--- src/rtl/mesh_edge_port.sv ---
// mesh_edge_port: host<->mesh boundary adapter with registered TX/RX FIFOs and saturating flit counters
module mesh_edge_port #(
  parameter int DATA_WIDTH = 32,
  parameter int DEPTH = 4,
  parameter int CNT_WIDTH = 16
) (
  input  logic                  clk,
  input  logic                  rst,
  input  logic                  flush,
  input  logic [DATA_WIDTH-1:0] host_tx_data,
  input  logic                  host_tx_valid,
  output logic                  host_tx_ready,
  output logic [DATA_WIDTH-1:0] dout,
  output logic                  vout,
  input  logic                  rin,
  input  logic [DATA_WIDTH-1:0] din,
  input  logic                  vin,
  output logic                  rout,
  output logic [DATA_WIDTH-1:0] host_rx_data,
  output logic                  host_rx_valid,
  input  logic                  host_rx_ready,
  output logic [CNT_WIDTH-1:0]  tx_cnt,
  output logic [CNT_WIDTH-1:0]  rx_cnt
);
  localparam int AW = $clog2(DEPTH);
  localparam logic [AW:0] FULL = (AW+1)'(DEPTH);
  logic [DATA_WIDTH-1:0] tx_mem [DEPTH];
  logic [DATA_WIDTH-1:0] rx_mem [DEPTH];
  logic [AW-1:0] tx_wp, tx_rp, rx_wp, rx_rp;
  logic [AW:0] tx_occ, rx_occ;
  logic tx_push, tx_pop, rx_push, rx_pop;
  assign host_tx_ready = tx_occ != FULL;
  assign vout = tx_occ != '0;
  assign dout = tx_mem[tx_rp];
  assign rout = rx_occ != FULL;
  assign host_rx_valid = rx_occ != '0;
  assign host_rx_data = rx_mem[rx_rp];
  assign tx_push = host_tx_valid && host_tx_ready;
  assign tx_pop = vout && rin;
  assign rx_push = vin && rout;
  assign rx_pop = host_rx_valid && host_rx_ready;
  always_ff @(posedge clk) begin
    if (tx_push) tx_mem[tx_wp] <= host_tx_data;
    if (rx_push) rx_mem[rx_wp] <= din;
  end
  // flush clears pointers like reset but leaves the counters alone
  always_ff @(posedge clk) begin
    if (rst || flush) begin
      tx_wp <= '0;
      tx_rp <= '0;
      tx_occ <= '0;
      rx_wp <= '0;
      rx_rp <= '0;
      rx_occ <= '0;
    end else begin
      if (tx_push) tx_wp <= tx_wp + AW'(1);
      if (tx_pop) tx_rp <= tx_rp + AW'(1);
      tx_occ <= tx_occ + (AW+1)'(tx_push) - (AW+1)'(tx_pop);
      if (rx_push) rx_wp <= rx_wp + AW'(1);
      if (rx_pop) rx_rp <= rx_rp + AW'(1);
      rx_occ <= rx_occ + (AW+1)'(rx_push) - (AW+1)'(rx_pop);
    end
  end
  always_ff @(posedge clk) begin
    if (rst) begin
      tx_cnt <= '0;
      rx_cnt <= '0;
    end else if (!flush) begin
      if (tx_pop && tx_cnt != '1) tx_cnt <= tx_cnt + CNT_WIDTH'(1);
      if (rx_pop && rx_cnt != '1) rx_cnt <= rx_cnt + CNT_WIDTH'(1);
    end
  end
endmodule

--- config.mk ---
export PLATFORM = sky130hd
export DESIGN_NAME = mesh_edge_port
export DESIGN_NICKNAME = d
export VERILOG_FILES = /design/src/rtl/mesh_edge_port.sv
export SDC_FILE = /design/constraint.sdc
export NUM_CORES = 1
export LEC_CHECK = 0
export CAP_MARGIN = 0
export CORE_MARGIN = 2
export CORE_UTILIZATION = 40
export DETAILED_ROUTE_END_ITERATION = 12
export MAX_ROUTING_LAYER = met4
export SLEW_MARGIN = 10
export SYNTH_ARGS = -nofsm -noshare
export SYNTH_HDL_FRONTEND = slang
export SYNTH_SLANG_ARGS = --single-unit
--- constraint.sdc ---
create_clock -name clk -period 2.7 [get_ports clk]
set_input_delay 0.405 -clock clk [delete_from_list [all_inputs] [get_ports clk]]
set_output_delay 0.405 -clock clk [all_outputs]
set_load 0.05 [all_outputs]
# Yosys cells after proc, flatten, opt, wreduce, memory -nomap -nowiden
# Memory sizes are Yosys's and may differ from the RTL's. A register that Yosys moved wholly into a read port is not among the register bits.
# Cells that the tools add are included.
# totals
inputBits,71
ramBits,256
n_memories,2
wordCells,44
regBits,46
out_inout_bits,100
# op_classes
addsub,10
n_eq_ne,4
n_bitwise,1
muxes,8
reduce_logical,11
# memory_table
memory,words,width,read_ports,rd_ports_with_merged_regs,wr,line,source
rx_mem,4,32,1,1,1,28,logic [DATA_WIDTH-1:0] rx_mem [DEPTH];
tx_mem,4,32,1,1,1,27,logic [DATA_WIDTH-1:0] tx_mem [DEPTH];
# op_table
operator,n
adder 16 x 1 -> 16 bit (second input constant),2
!= test 16 bit (second input constant),2
adder 2 x 1 -> 2 bit (second input constant),4
2-to-1 mux 2 bit,4
adder 3 x 1 -> 3 bit,2
logical AND 1 bit,6
!= test 3 bit (second input constant),2
nonzero test 3 bit,2
subtractor 3 x 1 -> 3 bit,2
2-to-1 mux 1 bit,4
AND reduction 2 bit,2
logical OR 1 bit,1
NOT 1 bit,1

# Depth between registers and ports, before layout
# depth
ltp_word,4
mapped_depth,9

# Worst setup path before layout
# Ideal clock, no wire load.
# synth_path
path_type,register to register
from,register tx_occ[1]
to,register tx_occ[2]
n_path_buf,0
arrival_ns,2.194
required_ns,2.574
setup_slack_ns,0.380
path_stages_with_launch,10
synth_period_minus_slack_ns,2.320
setup_ns,0.126
cell_sequence,dfxtp_1 -> or3_1 -> nand2_1 -> xnor2_1 -> ha_1 -> inv_1 -> fa_1 -> xor2_1 -> xnor2_1 -> nor2_1
# synth_via
elab_cells_between_ends,6
# synth_lines
element,line,source
"start, declared",30,"logic [AW:0] tx_occ, rx_occ;"
"start signal, assigned",58,tx_occ <= tx_occ + (AW+1)'(tx_push) - (AW+1)'(tx_pop);
nonzero test 3 bit,33,assign vout = tx_occ != '0;
named net vout,14,"output logic vout,"
logical AND 1 bit,39,assign tx_pop = vout && rin;
subtractor 3 x 1 -> 3 bit,58,
# The timed path passes the listed nets, and every way through them passes these cells.
# A chain may end at the register's enable or synchronous reset.

==> impl_metrics.csv <==
group,metric,value,unit
die,die_h,176,µm
clock_network,htree_levels,1,
global_route,grt_pass1_vias,6910,
clock_network,ctsRootBufferMaster,"clkbuf_16",
timing,fin_crit_sh,94.4,%
worst_setup_path,crit_path_cell_trace,"buf_12, mux4_2, buf_12",
yosys,yosysUniqueCellTypes,43,
die,die-area,30900,µm²
clock_network,insertion_delay,0.54,ns
power_and_ir_drop,sw_frac_of_total,22.6,%
clock_network,post-cts-setup-buffers,0,
route,drc,0,
cells_and_area,fin_cells,1242,
yosys,synth-seq-area-share,73.7,%
clock_network,ctsHoldBuffers,0,
power_and_ir_drop,p_seq_share,50.4,%
global_route,grt_overflow,0,
route,drt_first_iter_violations,377,
worst_setup_path,cp_slowest_cell,"mux4_2",
global_route,grt-busiest-layer,"met2",
worst_hold_path,hold_start,"din[1]",
placement,dp_cells,1187,
yosys,synthFlopType,"edfxtp_1",
worst_setup_path,crit_fanout,24,
global_route,grt_max_degree,33,
die,chipWidth,176,µm
route,wire_per_inst,19.2,µm
global_route,grt_pass1_wl,38.0,mm
yosys,syn_avg_cell_area,18.6,µm²
route,routed_wl,23.9,mm
route,detail-route-antenna-nets,0,
worst_setup_path,worstReg2RegEnd,"rx_cnt[10]",
timing,maxSlewHeadroom,49.7,%
die,io_pins,171,
clock_network,cts_buffers,30,
timing,setup_viol,0,
timing,fmax,0.393,GHz
yosys,synth_area,11800,µm²
cells_and_area,multi_input_area,2960,µm²
worst_hold_path,hp-class,"input port to register",
cells_and_area,nets,920,
global_route,grt.total_usage,16.1,%
run_status,status,"complete, no violations",
cells_and_area,area_delta_synth_final,33.8,%
yosys,synth_edf_count,256,
placement,io_buffers,170,
die,start_util,40.9,%
worst_setup_path,crit-reg2reg-launch,"rx_cnt[0]",
route,viasPerCell,5.18,
power_and_ir_drop,power.share.combinational,12.2,%
global_route,antenna_found_initial,0,
yosys,synth_nets,718,
timing,setup_tns,0,ns
yosys,synth-seq-cells,306,
power_and_ir_drop,clkPwrFrac,37.4,%
clock_network,cts_buffer_depth,3,
clock_network,clock_sinks,306,
power_and_ir_drop,power.leakage,5.16,nW
power_and_ir_drop,fin_total_pwr,0.0105,W
power_and_ir_drop,ir_drop,509,µV
die,core,28900,µm²
worst_setup_path,max_stage_delay,0.58,ns
timing,finClkSkew,0.00795,ns
global_route,use_met2,27.5,%
worst_setup_path,worstPathRequired,2.30,ns
clock_network,cts_tree,"built",
power_and_ir_drop,power.density,666,nW/µm²
clock_network,cts.repair.resized,0,
timing,worst_slew_pin_slew,0.747,ns
worst_setup_path,crit_path_start_kind,"register",
yosys,syn_inst,633,
job,max_cap_viol_count,0,
timing,slew_viol_final,0,
power_and_ir_drop,p_switching,0.00238,W
cells_and_area,regArea,8690,µm²
cells_and_area,drive_gt1_share,25.1,%
placement,hpwl,15.4,mm
route,vias,6431,
yosys,yosys_warnings,0,
worst_setup_path,crit_type,"register to primary output",
timing,hold_viol,0,
worst_hold_path,holdPathStages,1,
worst_setup_path,crit_arrival,2.14,ns
cells_and_area,fillers,2251,
worst_setup_path,end_kind,"primary output",
timing,finalCriticalPeriod,2.55,ns
worst_setup_path,worst_path_most_repeated_cell,"buf_12",
timing,hold_ws,0.498,ns
global_route,use_met1,20.5,%
die,rows,62,
route,drtPass1Iterations,4,
power_and_ir_drop,internal_power,0.00814,W
placement,place.gp.congestion,0.848,
worst_setup_path,critPathCapture,"host_rx_data[9]",
timing,rsz0062_at_grt,"no",
yosys,async_flop_share,0,%
worst_setup_path,ff2ff_setup_slack,0.46,ns
global_route,met3_usage,2.49,%
clock_network,clk_pin_slew,0.06,ns
worst_setup_path,reg2regPathDepth,5,
per-stage QoR:
| step | worst slack, ns | util [%] | cell area, µm² |
|---|---|---|---|
| finish | 0.152 | 54.7 | 15800 |
| global route | 0.0219 | 54.7 | 15800 |
| CTS | 0.0698 | 54.7 | 15800 |
| detailed placement | 0.189 | 51.4 | 14800 |
| global placement | 0.242 | 51.4 | 14800 |
| floorplan | 0.380 | - | 11800 |
state kept, by name, indices dropped and copies added, names as in the netlist, named ones only:
| register | cells |
|---|---|
| tx_cnt | 16 |
| rx_cnt | 16 |
| rx_mem | 128 |
| tx_mem | 128 |
| rx_wp | 2 |
| tx_rp | 2 |
| tx_occ | 3 |
| rx_rp | 2 |
| rx_occ | 3 |
| tx_wp | 2 |
routing by layer:
metal	vias to the layer above	wire, µm
li1	2964	-
met1	3255	10100
met2	183	12200
met3	29	1250
met4	0	376
met5	-	0
logic make-up after synthesis:
logic type	Yosys count	synth area share, %
buf+inv	38	1.23
fa+ha+maj	14	1.61
simple gates	138	6.51
xor+xnor	12	0.892
compound gates	49	2.72
flops	306	73.7
mux	76	13.3
worst max-delay path, delay by kind of cell, from the launching register on:
kind	cells	cell delay, ns
DFF	1	0.54
buffers and inverters	2	0.45
muxes	1	0.58
worst min path at each step:
| stage | endpoint | slack (ns) |
|---|---|---|
| floorplan | register | 0.47 |
| global placement | rx_rp[1] | 0.49 |
| detailed placement | rx_rp[1] | 0.49 |
| CTS | rx_mem[1][20] | 0.48 |
| global route | rx_mem[2][23] | 0.49 |
| finish | rx_mem[0][1] | 0.50 |
Yosys cell counts, types with 5 or more instances:
master	instances	area, µm²
clkbuf_1	13	48.8
or3_1	8	50.1
nand2_1	14	52.6
ha_1	12	150
o31ai_1	14	105
nor3_1	7	35.0
inv_1	14	52.6
nor4_1	7	43.8
or4_1	12	90.1
mux4_2	64	1440
nor2b_1	9	56.3
nand3_1	7	35.0
nor2_1	37	139
buf_1	9	33.8
mux2_2	9	101
and3_1	5	31.3
a21oi_1	19	95.1
dfxtp_1	50	1000
and2_1	9	56.3
xnor2_1	8	70.1
nand4_1	9	56.3
edfxtp_1	256	7690
final cells by class:
cell class	instances	area share [%]
Sequential cell	306	55.1
Timing Repair Buffer	194	16.9
Antenna cell	1	0.0159
Clock buffer	36	5.04
Tap cell	384	3.04
Multi-Input combinational cell	289	18.8
Inverter	14	0.333
Clock inverter	18	0.872
power groups by stage:
stage	clock [W]	sequential [W]	combinational, W
5_1_grt	0.00424	0.00531	0.00134
2_1_floorplan	0	0.00539	0.000621
6_report	0.00393	0.00530	0.00128
3_5_place_dp	0	0.00540	0.00130
4_1_cts	0.00405	0.00530	0.00130
3_3_place_gp	0	0.00539	0.00128
placed cells by master, fill, tap and decap left out, types with 4 or more instances in the layout:
master / n
edfxtp_1: 256
clkdlybuf4s50_1: 106
buf_12: 75
mux4_2: 64
dfxtp_1: 48
nor2_1: 37
clkbuf_16: 31
a21oi_1: 19
inv_1: 14
o31ai_1: 14
nand2_1: 14
buf_4: 13
or4_1: 12
ha_1: 12
nor2b_1: 9
nand4_1: 9
mux2_2: 9
xnor2_1: 8
or3_1: 8
nand3_1: 7
nor4_1: 7
nor3_1: 7
clkinv_1: 7
clkinv_2: 6
and2_1: 5
and3_1: 5
clkbuf_1: 5
and2_2: 4
xor2_1: 4
o21ai_0: 4
(Power assumes the default switching activity.)
